**config.mk**
```make
export PLATFORM = sky130hd
export DESIGN_NAME = load_arbiter
export DESIGN_NICKNAME = d
export VERILOG_FILES = /design/src/rtl/load_arbiter.sv
export SDC_FILE = /design/constraint.sdc
export NUM_CORES = 1
export LEC_CHECK = 0
export CAP_MARGIN = 5
export CORE_AREA = 4 4 77 79
export DETAILED_ROUTE_END_ITERATION = 16
export DIE_AREA = 0 0 81 83
export PLACE_DENSITY = 0.79
export SETUP_SLACK_MARGIN = 0.05
export SYNTH_ARGS = -nofsm -noshare
export SYNTH_HDL_FRONTEND = slang
export SYNTH_SLANG_ARGS = --single-unit
```
**constraint.sdc**
```tcl
create_clock -name clk -period 2.2 [get_ports clk]
set_clock_uncertainty 0.15 [all_clocks]
set_input_delay 0.66 -clock clk [delete_from_list [all_inputs] [get_ports clk]]
set_output_delay 0.66 -clock clk [all_outputs]
set_load 0.1 [all_outputs]
```
**src/rtl/load_arbiter.sv**
```systemverilog
// Round-robin arbiter sharing one image-load unit among N_REQ layer controllers.
// Optional load watchdog enabled by defining LOAD_ARB_WATCHDOG_EN.
module load_arbiter #(
   parameter int N_REQ    = 2,
   parameter int DATA_SZ  = 16,
   parameter int ADDR_SZ  = 16,
   parameter int WD_LIMIT = 4096
) (
   input  logic                       clk,
   input  logic                       reset,
   input  logic [N_REQ-1:0]           req_enable,
   input  logic [N_REQ*ADDR_SZ-1:0]   req_addr,
   input  logic [N_REQ*DATA_SZ-1:0]   req_size,
   output logic [N_REQ-1:0]           req_done,
   output logic [N_REQ-1:0]           grant,
   output logic                       loadEnable,
   output logic [ADDR_SZ-1:0]         loadAddr,
   output logic [DATA_SZ-1:0]         loadSize,
   input  logic                       loadDone,
   output logic                       busy,
   output logic                       wd_error
);

   localparam int IDX_W = (N_REQ > 1) ? $clog2(N_REQ) : 1;

   typedef enum logic [1:0] {
      IDLE    = 2'd0,
      BUSY    = 2'd1,
      RELEASE = 2'd2
   } state_t;

   state_t             state, state_nxt;
   logic [IDX_W-1:0]   owner, owner_nxt;
   logic [IDX_W-1:0]   last_owner, last_owner_nxt;
   logic [N_REQ-1:0]   grant_nxt, req_done_nxt;
   logic               load_enable_nxt;
   logic [ADDR_SZ-1:0] load_addr_nxt;
   logic [DATA_SZ-1:0] load_size_nxt;
   logic               win_valid;
   logic [IDX_W-1:0]   win_idx;
   logic               wd_expire;

   logic [ADDR_SZ-1:0] addr_slot [N_REQ];
   logic [DATA_SZ-1:0] size_slot [N_REQ];

   for (genvar i = 0; i < N_REQ; i++) begin : g_slot
      assign addr_slot[i] = req_addr[i*ADDR_SZ +: ADDR_SZ];
      assign size_slot[i] = req_size[i*DATA_SZ +: DATA_SZ];
   end

   // Rotating priority: scan starts just after the previous owner.
   always_comb begin
      win_valid = 1'b0;
      win_idx   = '0;
      for (int i = 1; i <= N_REQ; i++) begin
         int cand;
         cand = int'(last_owner) + i;
         if (cand >= N_REQ) cand = cand - N_REQ;
         if (!win_valid && req_enable[IDX_W'(cand)]) begin
            win_valid = 1'b1;
            win_idx   = IDX_W'(cand);
         end
      end
   end

   // NOTE: every signal gets a default before the case so no path leaves it
   // unassigned; otherwise synthesis infers a latch to hold the old value.
   always_comb begin
      state_nxt       = state;
      owner_nxt       = owner;
      last_owner_nxt  = last_owner;
      grant_nxt       = grant;
      req_done_nxt    = '0;
      load_enable_nxt = loadEnable;
      load_addr_nxt   = loadAddr;
      load_size_nxt   = loadSize;
      unique case (state)
         IDLE: begin
            if (win_valid) begin
               state_nxt       = BUSY;
               owner_nxt       = win_idx;
               grant_nxt       = N_REQ'(1) << win_idx;
               load_enable_nxt = 1'b1;
               load_addr_nxt   = addr_slot[win_idx];
               load_size_nxt   = size_slot[win_idx];
            end
         end
         BUSY: begin
            // An aborted load still pulses req_done so the owner can move on.
            if (loadDone || wd_expire) begin
               state_nxt       = RELEASE;
               load_enable_nxt = 1'b0;
               req_done_nxt    = grant;
            end
         end
         RELEASE: begin
            // Hold ownership until the owner's stale level has dropped.
            if (!req_enable[owner]) begin
               state_nxt      = IDLE;
               grant_nxt      = '0;
               last_owner_nxt = owner;
            end
         end
         default: state_nxt = IDLE;
      endcase
   end

   // NOTE: sequential state uses non-blocking assignments so every flop samples
   // pre-edge values; blocking here would create order-dependent races.
   // NOTE: loadAddr/loadSize are plain registers, not memories, so they take the
   // async reset like the control flops and read as zero after reset.
   always_ff @(posedge clk or posedge reset) begin
      if (reset) begin
         state      <= IDLE;
         owner      <= '0;
         last_owner <= IDX_W'(N_REQ - 1);
         grant      <= '0;
         req_done   <= '0;
         loadEnable <= 1'b0;
         loadAddr   <= '0;
         loadSize   <= '0;
      end else begin
         state      <= state_nxt;
         owner      <= owner_nxt;
         last_owner <= last_owner_nxt;
         grant      <= grant_nxt;
         req_done   <= req_done_nxt;
         loadEnable <= load_enable_nxt;
         loadAddr   <= load_addr_nxt;
         loadSize   <= load_size_nxt;
      end
   end

   assign busy = (state != IDLE);

`ifdef LOAD_ARB_WATCHDOG_EN
   localparam int WD_W = $clog2(WD_LIMIT + 1);

   logic [WD_W-1:0] wd_cnt;

   assign wd_expire = (wd_cnt == WD_W'(WD_LIMIT - 1));

   // Held at zero outside BUSY, so every load starts counting from zero.
   always_ff @(posedge clk or posedge reset) begin
      if (reset) begin
         wd_cnt   <= '0;
         wd_error <= 1'b0;
      end else begin
         wd_error <= (state == BUSY) && !loadDone && wd_expire;
         if (state != BUSY)
            wd_cnt <= '0;
         else if (!loadDone && !wd_expire)
            wd_cnt <= wd_cnt + 1'b1;
      end
   end
`else
   assign wd_expire = 1'b0;
   assign wd_error  = 1'b0;
`endif

endmodule

```
==> impl_results.html <==
<table>
<tr><th>Metric</th><th>Value</th></tr>
<tr><th colspan="2">CTS</th></tr>
<tr><td>CTS Sinks</td><td>41</td></tr>
<tr><td>Register clock-pin slew on the reported worst setup and hold paths</td><td>0.08 ns</td></tr>
<tr><td>Clock root cell</td><td>sky130_fd_sc_hd__clkbuf_8</td></tr>
<tr><td>CTS HTree Levels</td><td>2</td></tr>
<tr><td>TritonCTS Buffers</td><td>5</td></tr>
<tr><td>CTS tree</td><td>yes</td></tr>
<tr><td>Max clock buf depth</td><td>2</td></tr>
<tr><td>Setup bufs post-CTS</td><td>0</td></tr>
<tr><td>Clock insertion delay at the later pin of the skew report</td><td>0.28 ns</td></tr>
<tr><th colspan="2">Job</th></tr>
<tr><td>Max-Cap Viols</td><td>0</td></tr>
<tr><th colspan="2">Timing</th></tr>
<tr><td>Peak Freq</td><td>481 MHz</td></tr>
<tr><td>Share of the clock period used by the worst path after layout</td><td>0.945</td></tr>
<tr><td>Final total negative setup slack</td><td>0 ns</td></tr>
<tr><td>Hold violation total from the final report</td><td>0</td></tr>
<tr><td>Unrepaired setup endpoints after global routing</td><td>no</td></tr>
<tr><td>Final Slew Violations</td><td>0</td></tr>
<tr><td>Min cycle time layout</td><td>2.08 ns</td></tr>
<tr><td>Setup-violating endpoint count in the final report</td><td>0</td></tr>
<tr><th colspan="2">GRT</th></tr>
<tr><td>Met3 Use GR</td><td>0.0618</td></tr>
<tr><td>Vias in the first global route</td><td>1670</td></tr>
<tr><td>Global routing usage on met2</td><td>0.256</td></tr>
<tr><td>Global routing usage on met1</td><td>0.162</td></tr>
<tr><td>Most Crowded Layer GR</td><td>met2</td></tr>
<tr><td>Global-route wire length before repair</td><td>between 7000 and 8000 um</td></tr>
<tr><td>Total Routing Usage GR</td><td>0.147</td></tr>
<tr><td>Largest net degree at the start of global routing</td><td>42</td></tr>
<tr><td>Antenna violations before repair</td><td>0</td></tr>
<tr><td>Sum of overflow across all layers after global routing</td><td>0</td></tr>
<tr><th colspan="2">Setup path</th></tr>
<tr><td>Delay of the slowest critical-path stage</td><td>approximately 0.46 ns</td></tr>
<tr><td>Critical path fanouts, max</td><td>8</td></tr>
<tr><td>Data arrival time at the worst-slack endpoint</td><td>1.27 ns</td></tr>
<tr><td>Critical R2R Launch</td><td>state[1]</td></tr>
<tr><td>CP Class</td><td>flop to output pin</td></tr>
<tr><td>Cell with the biggest individual delay on the critical path</td><td>sky130_fd_sc_hd__dfrtp_1</td></tr>
<tr><td>Kind of start point of the critical path</td><td>flop</td></tr>
<tr><td>Endpoint of the worst-slack reg-to-reg timing path</td><td>grant[1]</td></tr>
<tr><td>Type of element capturing the critical path</td><td>output pin</td></tr>
<tr><td>Data required time at the worst endpoint</td><td>roughly 1.4 ns</td></tr>
<tr><td>Count of cells along the worst register-to-register path</td><td>4</td></tr>
<tr><td>Worst-case register-to-register setup slack</td><td>0.68 ns</td></tr>
<tr><td>Critical Path, Cell by Cell</td><td>or2_2 &gt; buf_12</td></tr>
<tr><td>Source of the critical timing path</td><td>state[1]</td></tr>
<tr><th colspan="2">Yosys</th></tr>
<tr><td>Mapped Area</td><td>just under 2000 sq um</td></tr>
<tr><td>Share of the synthesized area in the top cell type</td><td>0.518</td></tr>
<tr><td>Top cell type by total area after synthesis</td><td>sky130_fd_sc_hd__dfrtp_1</td></tr>
<tr><td>Synth area leaders</td><td>sky130_fd_sc_hd__dfrtp_1 (52%), sky130_fd_sc_hd__mux2i_1 (18%), sky130_fd_sc_hd__nand2_1 (6.8%), sky130_fd_sc_hd__o21ai_1 (6.5%), sky130_fd_sc_hd__buf_6 (3.5%)</td></tr>
<tr><td>Number of distinct library cells after synthesis</td><td>23</td></tr>
<tr><td>Total number of yosys warnings</td><td>0</td></tr>
<tr><td>Register area share after synthesis</td><td>0.532</td></tr>
<tr><td>Number of instances in the synthesized netlist</td><td>180</td></tr>
<tr><td>Syn_nets</td><td>249</td></tr>
<tr><td>Synthesized flop and latch total</td><td>41</td></tr>
<tr><td>Avg Cell Area, Syn</td><td>10.7 sq um</td></tr>
<tr><th colspan="2">Die</th></tr>
<tr><td>CORE AREA</td><td>5340 sq um</td></tr>
<tr><td>FP Rows</td><td>27</td></tr>
<tr><td>Die Wd</td><td>just over 80 um</td></tr>
<tr><td>Y dimension of the die</td><td>approximately 83 um</td></tr>
<tr><td>I/O pin count</td><td>108</td></tr>
<tr><td>Initial standard-cell utilization of the core</td><td>0.362</td></tr>
<tr><td>Die Outline Area</td><td>6720 sq um</td></tr>
<tr><th colspan="2">Worst hold path</th></tr>
<tr><td>Type of the tightest min-delay check</td><td>flop to flop</td></tr>
<tr><td>Worst Hold Path Cells</td><td>2</td></tr>
<tr><td>Hold_sp</td><td>loadAddr[1]</td></tr>
<tr><td>End of the worst hold path</td><td>loadAddr[1]</td></tr>
<tr><th colspan="2">Cells and area</th></tr>
<tr><td>Post-layout net count</td><td>355</td></tr>
<tr><td>Signed area change from the synthesized netlist to the final layout</td><td>84.4%</td></tr>
<tr><td>Most frequent standard cell in the layout excluding fill and tap cells</td><td>sky130_fd_sc_hd__clkdlybuf4s50_1</td></tr>
<tr><td>Commonest cells after routing, fill and taps aside</td><td>sky130_fd_sc_hd__clkdlybuf4s50_1 (68), sky130_fd_sc_hd__buf_12 (41), sky130_fd_sc_hd__dfrtp_1 (39)</td></tr>
<tr><td>Number of diodes</td><td>0</td></tr>
<tr><td>Fraction of layout cells with a size suffix above 1</td><td>0.220</td></tr>
<tr><th colspan="2">Routing</th></tr>
<tr><td>Final routed wirelength across all metal layers</td><td>between 4000 and 5000 um</td></tr>
<tr><td>DRC violation count after routing</td><td>0</td></tr>
<tr><td>First-pass iteration count of the detailed router</td><td>4</td></tr>
<tr><td>Avg Vias per Cell</td><td>4.57</td></tr>
<tr><td>Post-route antenna net violation count</td><td>0</td></tr>
<tr><td>Routed WL per cell</td><td>13.5 um</td></tr>
<tr><td>Detailed router's first-iteration violation count</td><td>between 40 and 50</td></tr>
<tr><td>Detailed-route via count</td><td>1640</td></tr>
<tr><th colspan="2">Status</th></tr>
<tr><td>Run status</td><td>complete, no violations</td></tr>
<tr><th colspan="2">Placed design</th></tr>
<tr><td>Total of buffers placed on input and output ports</td><td>106</td></tr>
<tr><td>Gp weighted congestion</td><td>between 0.7 and 0.8</td></tr>
<tr><td>Detail Placement HPWL</td><td>roughly 3800 um</td></tr>
</table>
[routing by layer]
metal  vias up  part of all wire
met2        68              0.50
met5         -                 0
met1       743              0.39
met3         6              0.11
li1        823                 -
met4         0            0.0093
[worst max-delay path: cells and delay by family (launching register included)]
kind                   cells  cell delay (ns)
flip-flops                 1             0.46
AND/OR/NAND/NOR            1             0.35
buffers and inverters      1             0.17
[cells by family after synthesis]
group / Yosys count / synth area share
AND/OR/NAND/NOR: 45 / 0.100
buffers and inverters: 18 / 0.0629
other: 1 / 0.00194
flip-flops: 41 / 0.532
AO/OA/AOI/OAI: 41 / 0.126
multiplexers: 34 / 0.176
[metrics by stage]
| stage | instances | hold WS (ns) | worst slack [ns] | cell area (sq um) | utilization |
|---|---|---|---|---|---|
| after floorplan | 180 | 0.351 | 0.417 | 1930 | - |
| after global placement | 351 | 0.369 | 0.0285 | 3440 | 0.645 |
| after detailed placement | 351 | 0.381 | 0.0139 | 3440 | 0.645 |
| after CTS | 359 | 0.398 | 0.102 | 3560 | 0.667 |
| after global routing | 359 | 0.417 | 0.0530 | 3560 | 0.667 |
| final | 359 | 0.394 | 0.121 | 3560 | 0.667 |
[synthesized netlist by cell type]
cell	instances
sky130_fd_sc_hd__a21oi_1	1
sky130_fd_sc_hd__buf_2	4
sky130_fd_sc_hd__buf_4	1
sky130_fd_sc_hd__buf_6	6
sky130_fd_sc_hd__clkbuf_1	2
sky130_fd_sc_hd__conb_1	1
sky130_fd_sc_hd__dfrtp_1	40
sky130_fd_sc_hd__dfstp_2	1
sky130_fd_sc_hd__inv_1	5
sky130_fd_sc_hd__mux2i_1	34
sky130_fd_sc_hd__nand2_1	35
sky130_fd_sc_hd__nand2b_1	1
sky130_fd_sc_hd__nand3_1	1
sky130_fd_sc_hd__nor2_1	3
sky130_fd_sc_hd__nor3b_1	3
sky130_fd_sc_hd__o21a_1	1
sky130_fd_sc_hd__o21ai_0	5
sky130_fd_sc_hd__o21ai_1	25
sky130_fd_sc_hd__o21ai_2	7
sky130_fd_sc_hd__o22ai_2	1
sky130_fd_sc_hd__o31ai_1	1
sky130_fd_sc_hd__or2_2	1
sky130_fd_sc_hd__or3b_4	1
[cell type report]
type / count / area (sq um)
fill: 403 / 1780
timing repair buffer: 112 / 1520
sequential: 41 / 1030
multi-input combinational: 121 / 782
tap: 72 / 90.1
clock buffer: 7 / 86.3
clock inverter: 1 / 30.0
inverter: 5 / 18.8
[worst max-delay path by stage]
stage	end	slack (ns)	depth (start not counted)
6_report	busy	0.12	2
3_5_place_dp	grant[1]	0.01	5
4_1_cts	busy	0.10	2
2_1_floorplan	busy	0.42	2
3_3_place_gp	grant[1]	0.03	5
5_1_grt	busy	0.05	2
[state kept, by name, indices dropped and copies added (netlist names)]
signal / count
loadEnable: 1
grant: 2
state: 2
loadSize: 16
owner: 1
last_owner: 1
loadAddr: 16
req_done: 2
[repair_timing]
| action | 4_1_cts | 5_1_grt |
|---|---|---|
| hold buffers | 0 | 0 |
| endpoints found under the setup margin | 0 | 1 |
| gates resized for setup | 0 | 1 |
Power is not shown: default switching activity piles up to over one toggle a cycle in this logic, so the estimate is an artifact.
